`config.mk`:
```
export PLATFORM = sky130hd
export DESIGN_NAME = descrypt_sched
export DESIGN_NICKNAME = d
export VERILOG_FILES = /design/src/rtl/descrypt_sched_pkg.sv /design/src/rtl/descrypt_slot_mem.sv /design/src/rtl/descrypt_sched.sv
export SDC_FILE = /design/constraint.sdc
export NUM_CORES = 1
export LEC_CHECK = 0
export CAP_MARGIN = 30
export CORE_UTILIZATION = 32
export DETAILED_ROUTE_END_ITERATION = 16
export PLACE_DENSITY = 0.77
export SLEW_MARGIN = 20
export SYNTH_ARGS = -nofsm -noshare
export SYNTH_HDL_FRONTEND = slang
export SYNTH_SLANG_ARGS = --single-unit
```
`constraint.sdc`:
```
create_clock -name CLK -period 3.35 [get_ports CLK]
set_clock_uncertainty 0.1 [all_clocks]
set_input_delay 0.67 -clock CLK [delete_from_list [all_inputs] [get_ports CLK]]
set_output_delay 0.67 -clock CLK [all_outputs]
set_load 0.03 [all_outputs]
```
`src/rtl/descrypt_sched_pkg.sv`:
```
// descrypt_sched shared definitions: core widths, iteration count,
// slot count and scheduler state encoding.
package descrypt_sched_pkg;

  localparam int SALT_MSB = 11;
  localparam int HASH_MSB = 63;
  localparam int DESCRYPT_ITERATIONS = 25;
  localparam int SLOTS = 16;
  localparam int CNT_W = 9;
  localparam int ID_W = 16;

  typedef enum logic [1:0] {
    ST_IDLE  = 2'd0,
    ST_RUN   = 2'd1,
    ST_DRAIN = 2'd2
  } state_t;

endpackage

```
`src/rtl/descrypt_slot_mem.sv`:
```
// descrypt_slot_mem: 16-entry key-id store, written on slot load
// and read back registered on result capture.
module descrypt_slot_mem
  import descrypt_sched_pkg::*;
(
  input  logic            CLK,
  input  logic            RST,
  input  logic            wr_en,
  input  logic [3:0]      wr_slot,
  input  logic [ID_W-1:0] wr_id,
  input  logic            rd_en,
  input  logic [3:0]      rd_slot,
  output logic [ID_W-1:0] rd_id
);

  logic [ID_W-1:0] mem [SLOTS];

  // Read sees the old entry when a slot is reloaded in the same cycle.
  always_ff @(posedge CLK or posedge RST) begin
    if (RST) begin
      for (int i = 0; i < SLOTS; i++) begin
        mem[i] <= '0;
      end
      rd_id <= '0;
    end else begin
      if (wr_en) begin
        mem[wr_slot] <= wr_id;
      end
      if (rd_en) begin
        rd_id <= mem[rd_slot];
      end
    end
  end

endmodule

```
`src/rtl/descrypt_sched.sv`:
```
// descrypt_sched: batch feeder/collector for the looped descrypt core.
// Optional key-id tracking is enabled by DESCRYPT_SCHED_KEYID_EN.
module descrypt_sched
  import descrypt_sched_pkg::*;
#(
  parameter int ITERATIONS = DESCRYPT_ITERATIONS,
  parameter int SALT_W     = SALT_MSB + 1,
  parameter int HASH_W     = HASH_MSB + 1
) (
  input  logic              CLK,
  input  logic              RST,
  input  logic [SALT_W-1:0] salt_in,
  input  logic [55:0]       key56_in,
  input  logic              key_valid,
  output logic              key_rd,
  input  logic              out_ready,
  output logic [SALT_W-1:0] core_salt,
  output logic [55:0]       core_key56,
  output logic              core_valid_in,
  output logic              ENABLE_CRYPT,
  output logic              START_CRYPT,
  input  logic [HASH_W-1:0] core_hash,
  input  logic              core_valid_out,
  output logic [HASH_W-1:0] hash_out,
  output logic              hash_valid,
  output logic [3:0]        hash_slot,
  output logic              busy
`ifdef DESCRYPT_SCHED_KEYID_EN
  ,
  input  logic [ID_W-1:0]   key_id_in,
  output logic [ID_W-1:0]   hash_id_out
`endif
);

  localparam logic [CNT_W-1:0] CNT_LAST =
    CNT_W'(SLOTS * ITERATIONS - 1);
  localparam logic [CNT_W-1:0] DRAIN_LAST =
    CNT_W'(SLOTS - 1);

  state_t           state;
  state_t           state_nxt;
  logic [CNT_W-1:0] cnt;
  logic             cap_win;
  logic             start_ok;
  logic             at_last;
  logic             drain_end;
  logic             in_win;
  logic             load;
  logic             cap;
  logic             relatch;

  assign start_ok  = key_valid & out_ready;
  assign at_last   = (cnt == CNT_LAST);
  assign drain_end = (cnt == DRAIN_LAST);
  assign in_win    = (cnt[CNT_W-1:4] == '0);
  assign load      = (state == ST_RUN) & in_win;
  assign cap       = cap_win & (state != ST_IDLE)
                   & in_win & core_valid_out;
  assign relatch   = start_ok
                   & ((state == ST_IDLE)
                   | ((state == ST_RUN) & at_last));

  always_ff @(posedge CLK or posedge RST) begin
    if (RST) begin
      state <= ST_IDLE;
    end else begin
      state <= state_nxt;
    end
  end

  always_comb begin
    state_nxt = state;
    unique case (1'b1)
      (state == ST_IDLE): begin
        if (start_ok) state_nxt = ST_RUN;
      end
      (state == ST_RUN): begin
        if (at_last && !start_ok) state_nxt = ST_DRAIN;
      end
      (state == ST_DRAIN): begin
        if (drain_end) state_nxt = ST_IDLE;
      end
      default: state_nxt = ST_IDLE;
    endcase
  end

  always_comb begin
    ENABLE_CRYPT  = (state != ST_IDLE);
    busy          = (state != ST_IDLE);
    START_CRYPT   = load;
    core_valid_in = load & key_valid;
    key_rd        = load & key_valid;
    core_key56    = load ? key56_in : '0;
  end

  // cap_win marks that the window ahead holds a finished batch.
  always_ff @(posedge CLK or posedge RST) begin
    if (RST) begin
      cnt       <= '0;
      core_salt <= '0;
      cap_win   <= 1'b0;
    end else begin
      unique case (1'b1)
        (state == ST_RUN):
          cnt <= at_last ? '0 : cnt + 1'b1;
        (state == ST_DRAIN):
          cnt <= drain_end ? '0 : cnt + 1'b1;
        default:
          cnt <= '0;
      endcase
      if (relatch) begin
        core_salt <= salt_in;
      end
      if (state == ST_IDLE) begin
        cap_win <= 1'b0;
      end else if ((state == ST_RUN) && at_last) begin
        cap_win <= 1'b1;
      end
    end
  end

  always_ff @(posedge CLK or posedge RST) begin
    if (RST) begin
      hash_out   <= '0;
      hash_valid <= 1'b0;
      hash_slot  <= '0;
    end else begin
      hash_valid <= cap;
      if (cap) begin
        hash_out  <= core_hash;
        hash_slot <= cnt[3:0];
      end
    end
  end

`ifdef DESCRYPT_SCHED_KEYID_EN
  descrypt_slot_mem u_slot_mem (
    .CLK     (CLK),
    .RST     (RST),
    .wr_en   (key_rd),
    .wr_slot (cnt[3:0]),
    .wr_id   (key_id_in),
    .rd_en   (cap),
    .rd_slot (cnt[3:0]),
    .rd_id   (hash_id_out)
  );
`endif

endmodule

```
# Word-level counts from Yosys, hierarchy flattened
# Index checks and enable logic that the tools add are counted.
# totals
elab_cells,42
input_bits,137
register_bits,93
output_inout_bits,142
latch_bits,0
ramBits,0
mem_bits_ro,0
memories,0
# op_classes
n_div,0
multipliers,0
muxes,10
bitwise,9
reduce_logical,8
n_shift,0
magnitude_cmp,0
add_sub_neg,1
eq_ne,7
# op_table
op,count
56-bit 2-to-1 mux,1
9-bit 2-to-1 mux,2
9-bit one-hot mux with 2 select lines,1
9-bit by 1-bit adder with 9-bit output (second input constant),1
9-bit by 4-bit equality test with 1-bit output (second input constant),1
9-bit equality test (second input constant),1
1-bit AND,8
2-bit 2-to-1 mux,3
2-bit one-hot mux with 3 select lines,1
5-bit logical NOT,1
2-bit != test (second input constant),2
2-bit nonzero test,2
3-bit AND reduction,1
2-bit by 1-bit equality test with 1-bit output (second input constant),1
2-bit equality test (second input constant),1
1-bit logical AND,2
2-bit logical NOT,1
1-bit 2-to-1 mux,2
2-bit by 1-bit != test with 1-bit output (second input constant),1
1-bit logical NOT,1
1-bit OR,1

# Depth between registers and ports, before layout
# Gate-level depths: netlist of run 1.
# depth
ltp_word,5
depth_mapped,7
depth_no_buf,6

# Worst setup path after synthesis of run 1
# OpenSTA, ideal clock, no wires.
# synth_timing
path_kind,flip-flop to output port
from,register cnt[8]
to,output port core_key56[46]
required_time_ns,2.580
path_stages_with_launch,5
n_path_buf,1
arrival_ns,2.032
setup_slack_ns,0.548
path_cell_list,dfrtp_1 or4_4 nor3_1 clkbuf_1 and2_1
# synth_via
elab_chain_cells,3
# synth_rtl
item,line,source
"start, declared",descrypt_sched.sv:42,logic [CNT_W-1:0] cnt;
"start signal, assigned",descrypt_sched.sv:105,cnt <= at_last ? '0 : cnt + 1'b1;
"start signal, assigned",descrypt_sched.sv:107,cnt <= drain_end ? '0 : cnt + 1'b1;
5-bit logical NOT,descrypt_sched.sv:55,assign in_win = (cnt[CNT_W-1:4] == '0);
1-bit AND,descrypt_sched.sv:56,assign load = (state == ST_RUN) & in_win;
net START_CRYPT,descrypt_sched.sv:21,"output logic START_CRYPT,"
56-bit 2-to-1 mux,descrypt_sched.sv:93,core_key56 = load ? key56_in : '0;
"end, declared",descrypt_sched.sv:18,"output logic [55:0] core_key56,"
# The timed path passes the listed nets, and every way through them passes these cells.

# Final worst setup path of run 1
# layout_timing
from,register cnt[5]
to,output port core_key56[51]
# layout_via
elab_chain_cells,3
# layout_rtl
item,line
5-bit logical NOT,descrypt_sched.sv:55
1-bit AND,descrypt_sched.sv:56
56-bit 2-to-1 mux,descrypt_sched.sv:93
# Every way passes these cells.

==> results.ini, run 1 <==
[outcome]
status=finished clean

[timing]
slew_headroom_pct=47.3
setup_tns_ns=0
whs_ns=0.381
final-setup-viol-count=0
slew_violations=0
rsz0062_at_grt=no
hold_viol=0
finalCritPeriodShare_pct=92.7
min_period_ns=3.11
tightest_slew_ns=0.791
max_freq_mhz=322

[drt]
ant_nets=0
routed_via_density=4.44
routedWlPerCell_um=15.7
drtIter0Drc=82
drc=0
via_count=3362
drt_pass1_iterations=3
drt-total-wl_um=11900

[setup_path]
crit_buf_inv=2
critPathArrivalTime_ns=2.34
crit_required_ns=2.58
crit_path_cell_trace=or4_4 > nor3_2 > buf_4 > and2_1 > dlygate4sd2_1
critPathCaptureType=primary output
startpoint_type=flop
criticalPathCategory=flop to primary output
cpMaxStageDelayCell=or4_4
cp_max_fo=34
critPathMaxStageDelay_ns=0.57
critPathTopFamily=simple AND/OR/NAND/NOR gates

[cells_and_area]
final_nets=723
final_common_cell=clkdlybuf4s50_1
final_cell_mix=clkdlybuf4s50_1, dfrtp_1, mux2_2, and2_1, dlygate4sd2_1
drive_above_1_share_pct=16.0
area_growth_syn_to_layout_pct=81.8

[power]
ir_drop_mv=0.265
powerDensity_nw_per_um2=538
leakage_nw=3.62

[synth]
syn_avg_cell_area_um2=13.3
async_flop_share_pct=100
syn_nets=446
synth_edf_count=0
synth.area.top_cells=dfrtp_1, mux2_2, and2_1
synth.distinct_cells=30
ys.warnings.count=0
yosysTopAreaCell=dfrtp_1
synthFlopType=dfrtp_1
synth_seq_area_share_pct=57.5
netlist_area_um2=4050
yosys.area.top_type_share_pct=57.5
ys_ff_latch=93
syn_inst=305

[grt]
grt_pass1_vias=3562
antenna_found_initial=2
grt_pass1_wl_um=17800
grt.total_usage_pct=18.2
grt-ovfl-total=0
grt_max_degree=70

[floorplanning]
dieArea_um2=13100
die_w_um=114
core_area_um2=12200
die_h_um=114
io_pins=279
row_count=40
start_util_pct=33.3

[placed_design]
numPortBuffers=278
gp_congestion=0.798
hpwl_um=9450

[cts]
cts.sinks=93
cts_root_buf=clkbuf_16
hold_buffers=0
clock_latency_ns=0.33
h-tree-depth=3
clockBufferDepth=2
cts_setup_buffers=0
cts_tree=done
numCtsBuffers=9
clkTransAtPathRegs_ns=0.06

[min_path]
hold_path.class=flop to flop

[run]
drv_cap=0

path summary, 6_finish.rpt:
path	start	endpoint	slack [ns]	cells past startpoint
max in group asynchronous	RST	state[1]	1.74	3
hold / removal	cnt[0]	cnt[0]	0.38	1
hold reg to reg	cnt[0]	cnt[0]	0.38	1
setup / recovery	cnt[5]	core_key56[51]	0.24	5
min in group asynchronous	RST	hash_out[23]	0.67	2
setup reg to reg	cnt[0]	core_salt[4]	0.99	5
cells in the mapped netlist (all sizes together) (3+ instances only):
cell	count
clkbuf	6
nand2	5
nor2	12
dfrtp	93
mux2	80
nor3	3
xnor2	4
and2	59
a21oi	3
inv	6
ha	4
buf	10
worst register-to-register path: cells and delay by family (launching register included):
family          cells  cell delay, ns
flops               1            0.38
simple gates        2            0.64
compound gates      1            0.49
mux                 1            0.40
fa+ha+maj           1            0.22
cell families (layout without fill, tap and decap cells):
family / after synthesis / after routing / share of synthesized area, %
AO/OA/AOI/OAI: 12 / 12 / 1.89
other: 0 / 2 / 0
AND/OR/NAND/NOR: 88 / 88 / 13.1
buffers and inverters: 22 / 304 / 2.69
XOR/XNOR: 6 / 6 / 1.30
multiplexers: 80 / 80 / 22.3
flip-flops: 93 / 93 / 57.5
adder cells (fa/ha/maj): 4 / 4 / 1.24
where the power goes:
group / total (mW) / leakage, nW / switching (mW) / internal (mW)
logic: 1.56 / 2.18 / 0.889 / 0.667
registers: 1.25 / 1.27 / 0.0455 / 1.21
clock network: 1.15 / 0.167 / 0.404 / 0.749
total: 3.96 / 3.62 / 1.34 / 2.62
sequential cells by signal, indices dropped and copies added, names as in the netlist:
name and cells:
cap_win 1, hash_out 64, core_salt 12, cnt 9
hash_valid 1, hash_slot 4, state 2
per-stage QoR:
stage / instance area, um2 / util, % / std cells / power, mW / worst slack (ns)
2_1_floorplan: 4050 / - / 305 / 2.19 / 0.160
3_3_place_gp: 7010 / 57.7 / 739 / 2.92 / 0.320
3_5_place_dp: 7010 / 57.7 / 739 / 2.95 / 0.282
4_1_cts: 7300 / 60.1 / 755 / 4.02 / 0.000361
5_1_grt: 7350 / 60.5 / 757 / 4.14 / 0.0645
6_report: 7350 / 60.5 / 757 / 3.96 / 0.244
cell type report:
class / instances / area (um2)
Antenna cell: 2 / 5.00
Multi-Input combinational cell: 190 / 1610
Inverter: 6 / 23.8
Clock buffer: 12 / 246
Fill cell: 1027 / 4810
Sequential cell: 93 / 2330
Tap cell: 168 / 210
Clock inverter: 4 / 95.1
Timing Repair Buffer: 282 / 2830
repair_timing:
action | 4_1_cts | 5_1_grt
gates cloned | 0 | 0
endpoints found under the setup margin | 41 | 18
pin swaps | 0 | 0
gates resized for setup | 41 | 18
layer usage:
metal / vias to the layer above / global-route usage [%] / wire, um
li1: 1582 / - / -
met1: 1595 / 16.2 / 3780
met2: 169 / 35.4 / 6530
met3: 16 / 6.93 / 1240
met4: 0 / 8.92 / 309
met5: - / 0 / 0
Power figures use the tool's default switching activity.
==> run 2: changes to the inputs <==
--- a/config.mk
+++ b/config.mk
@@ -6,9 +6,10 @@
 export NUM_CORES = 1
 export LEC_CHECK = 0
 export CAP_MARGIN = 30
-export CORE_UTILIZATION = 32
+export CORE_AREA = 2 2 107 109
 export DETAILED_ROUTE_END_ITERATION = 16
-export PLACE_DENSITY = 0.77
+export DIE_AREA = 0 0 109 111
+export DONT_BUFFER_PORTS = 1
 export SLEW_MARGIN = 20
 export SYNTH_ARGS = -nofsm -noshare
 export SYNTH_HDL_FRONTEND = slang
==> run 2 against run 1 <==
Against the previous run:
- utilization fell by 20 points
- worst setup slack gained 0.063 ns
- via count decreased by 29%
- critical endpoint is now core_valid_in
==> results.ini, run 2 (synthesized netlist as in run 1, its figures left out) <==
[grt]
grt_pass1_vias=2627
grt_max_degree=70
grt.total_usage_pct=16.0
grt-ovfl-total=0
antenna_found_initial=4
grt_pass1_wl_um=14300

[drt]
ant_nets=0
drc=0
drtIter0Drc=88
drt_pass1_iterations=4
routedWlPerCell_um=20.8
via_count=2387
routed_via_density=5.23
drt-total-wl_um=9500

[placed_design]
numPortBuffers=0
gp_congestion=0.763
hpwl_um=7420

[cts]
cts_resized=0
clock_latency_ns=0.34
cts_tree=done
numCtsBuffers=9
cts_setup_buffers=0
clkTransAtPathRegs_ns=0.07
h-tree-depth=3
hold_buffers=0
cts.sinks=93
cts_root_buf=clkbuf_16
clockBufferDepth=2

[cells_and_area]
final_cell_mix=dfrtp_1, mux2_2, and2_1, nor2_1
final_common_cell=dfrtp_1
final_nets=445
top_regs=hash_out x64, core_salt x12, cnt x9
regMostFlops=hash_out
largest_reg_flops=64
area_growth_syn_to_layout_pct=11.6
drive_above_1_share_pct=31.1

[setup_path]
critPathArrivalTime_ns=2.27
crit_path_cell_trace=or4_4 > nor3_2 > buf_4 > and2_1 > buf_4
reg2reg_setup_slack_ns=1.04
critPathMaxStageDelay_ns=0.59
critPathCaptureType=primary output
criticalPathCategory=flop to primary output
crit_buf_inv=2
crit_required_ns=2.58
rr_startpoint=cnt[0]
cpMaxStageDelayCell=or4_4
crit_start=cnt[8]
cp_max_fo=58
startpoint_type=flop
cpMostUsedCell=buf_4
critPathTopFamily=simple AND/OR/NAND/NOR gates

[floorplanning]
row_count=39
start_util_pct=36.5
io_pins=279
dieArea_um2=12100
die_h_um=111
core_area_um2=11100
die_w_um=109

[timing]
finalCritPeriodShare_pct=90.9
rsz0062_at_grt=no
hold_viol=0
whs_ns=0.220
setup_tns_ns=0
slew_headroom_pct=49.8
min_period_ns=3.04
slew_violations=0
tightest_slew_ns=0.753
max_freq_mhz=329
final-setup-viol-count=0

[power]
ir_drop_mv=0.393
leakage_nw=2.14
powerDensity_nw_per_um2=723

[outcome]
status=finished clean

[run]
drv_cap=0

[min_path]
hold_path.class=input port to asynchronous set/reset pin

==> run 2: changes by cell type in the layout (fill, tap and decap cells not counted), sizes merged <==
cell,delta
clkdlybuf4s50,-219
bufinv,-2
dlymetal6s2s,-18
diode,+2
clkinvlp,+1
inv,+4
clkbuf,-3
dlygate4sd2,-41
==> run 2: power breakdown <==
| part | switching (mW) | internal [mW] |
|---|---|---|
| registers | 0.209 | 1.20 |
| logic | 0.639 | 0.192 |
| clock network | 0.434 | 0.590 |
==> run 2: through the flow <==
stage                     instance area, um2  setup WS [ns]  std cells  utilization [%]  power, mW
after detailed placement                4200          0.659        436             37.9       2.27
after CTS                               4500          0.279        452             40.7       3.32
after global placement                  4200          0.694        436             37.9       2.26
after global routing                    4510         0.0996        456             40.8       3.45
after floorplan                         4050          0.160        305                -       2.19
final                                   4510          0.306        456             40.8       3.27
==> run 2: metal layers <==
| layer | global-route usage (%) | up-vias | share of wire [%] |
|---|---|---|---|
| met4 | 8.12 | 0 | 1.7 |
| met2 | 27.2 | 170 | 53 |
| met5 | 0 | - | 0 |
| met3 | 6.23 | 13 | 11 |
| li1 | - | 1034 | - |
| met1 | 16.8 | 1170 | 34 |
==> run 2: final cells by class <==
class | count | area (um2)
sequential | 93 | 2330
clock buffer | 9 | 225
fill | 1025 | 6560
antenna | 4 | 10.0
inverter | 6 | 23.8
clock inverter | 7 | 80.1
multi-input combinational | 190 | 1610
tap | 143 | 179
timing repair buffer | 4 | 55.1
==> run 2: worst paths after layout <==
kind,to,cells past startpoint
hold / removal,hash_out[44],1
max in group asynchronous,hash_out[41],2
hold reg to reg,cnt[0],1
min in group CLK,hash_out[1],1
setup / recovery,core_valid_in,5
setup reg to reg,core_salt[8],5
==> run 2: worst register-to-register path, cell delays in order (launching register included) <==
cell and delay (ns):
dfrtp_1 0.38, ha_1 0.23, nand4b_1 0.23, nor3_1 0.38, o21a_1 0.48, mux2_2 0.40
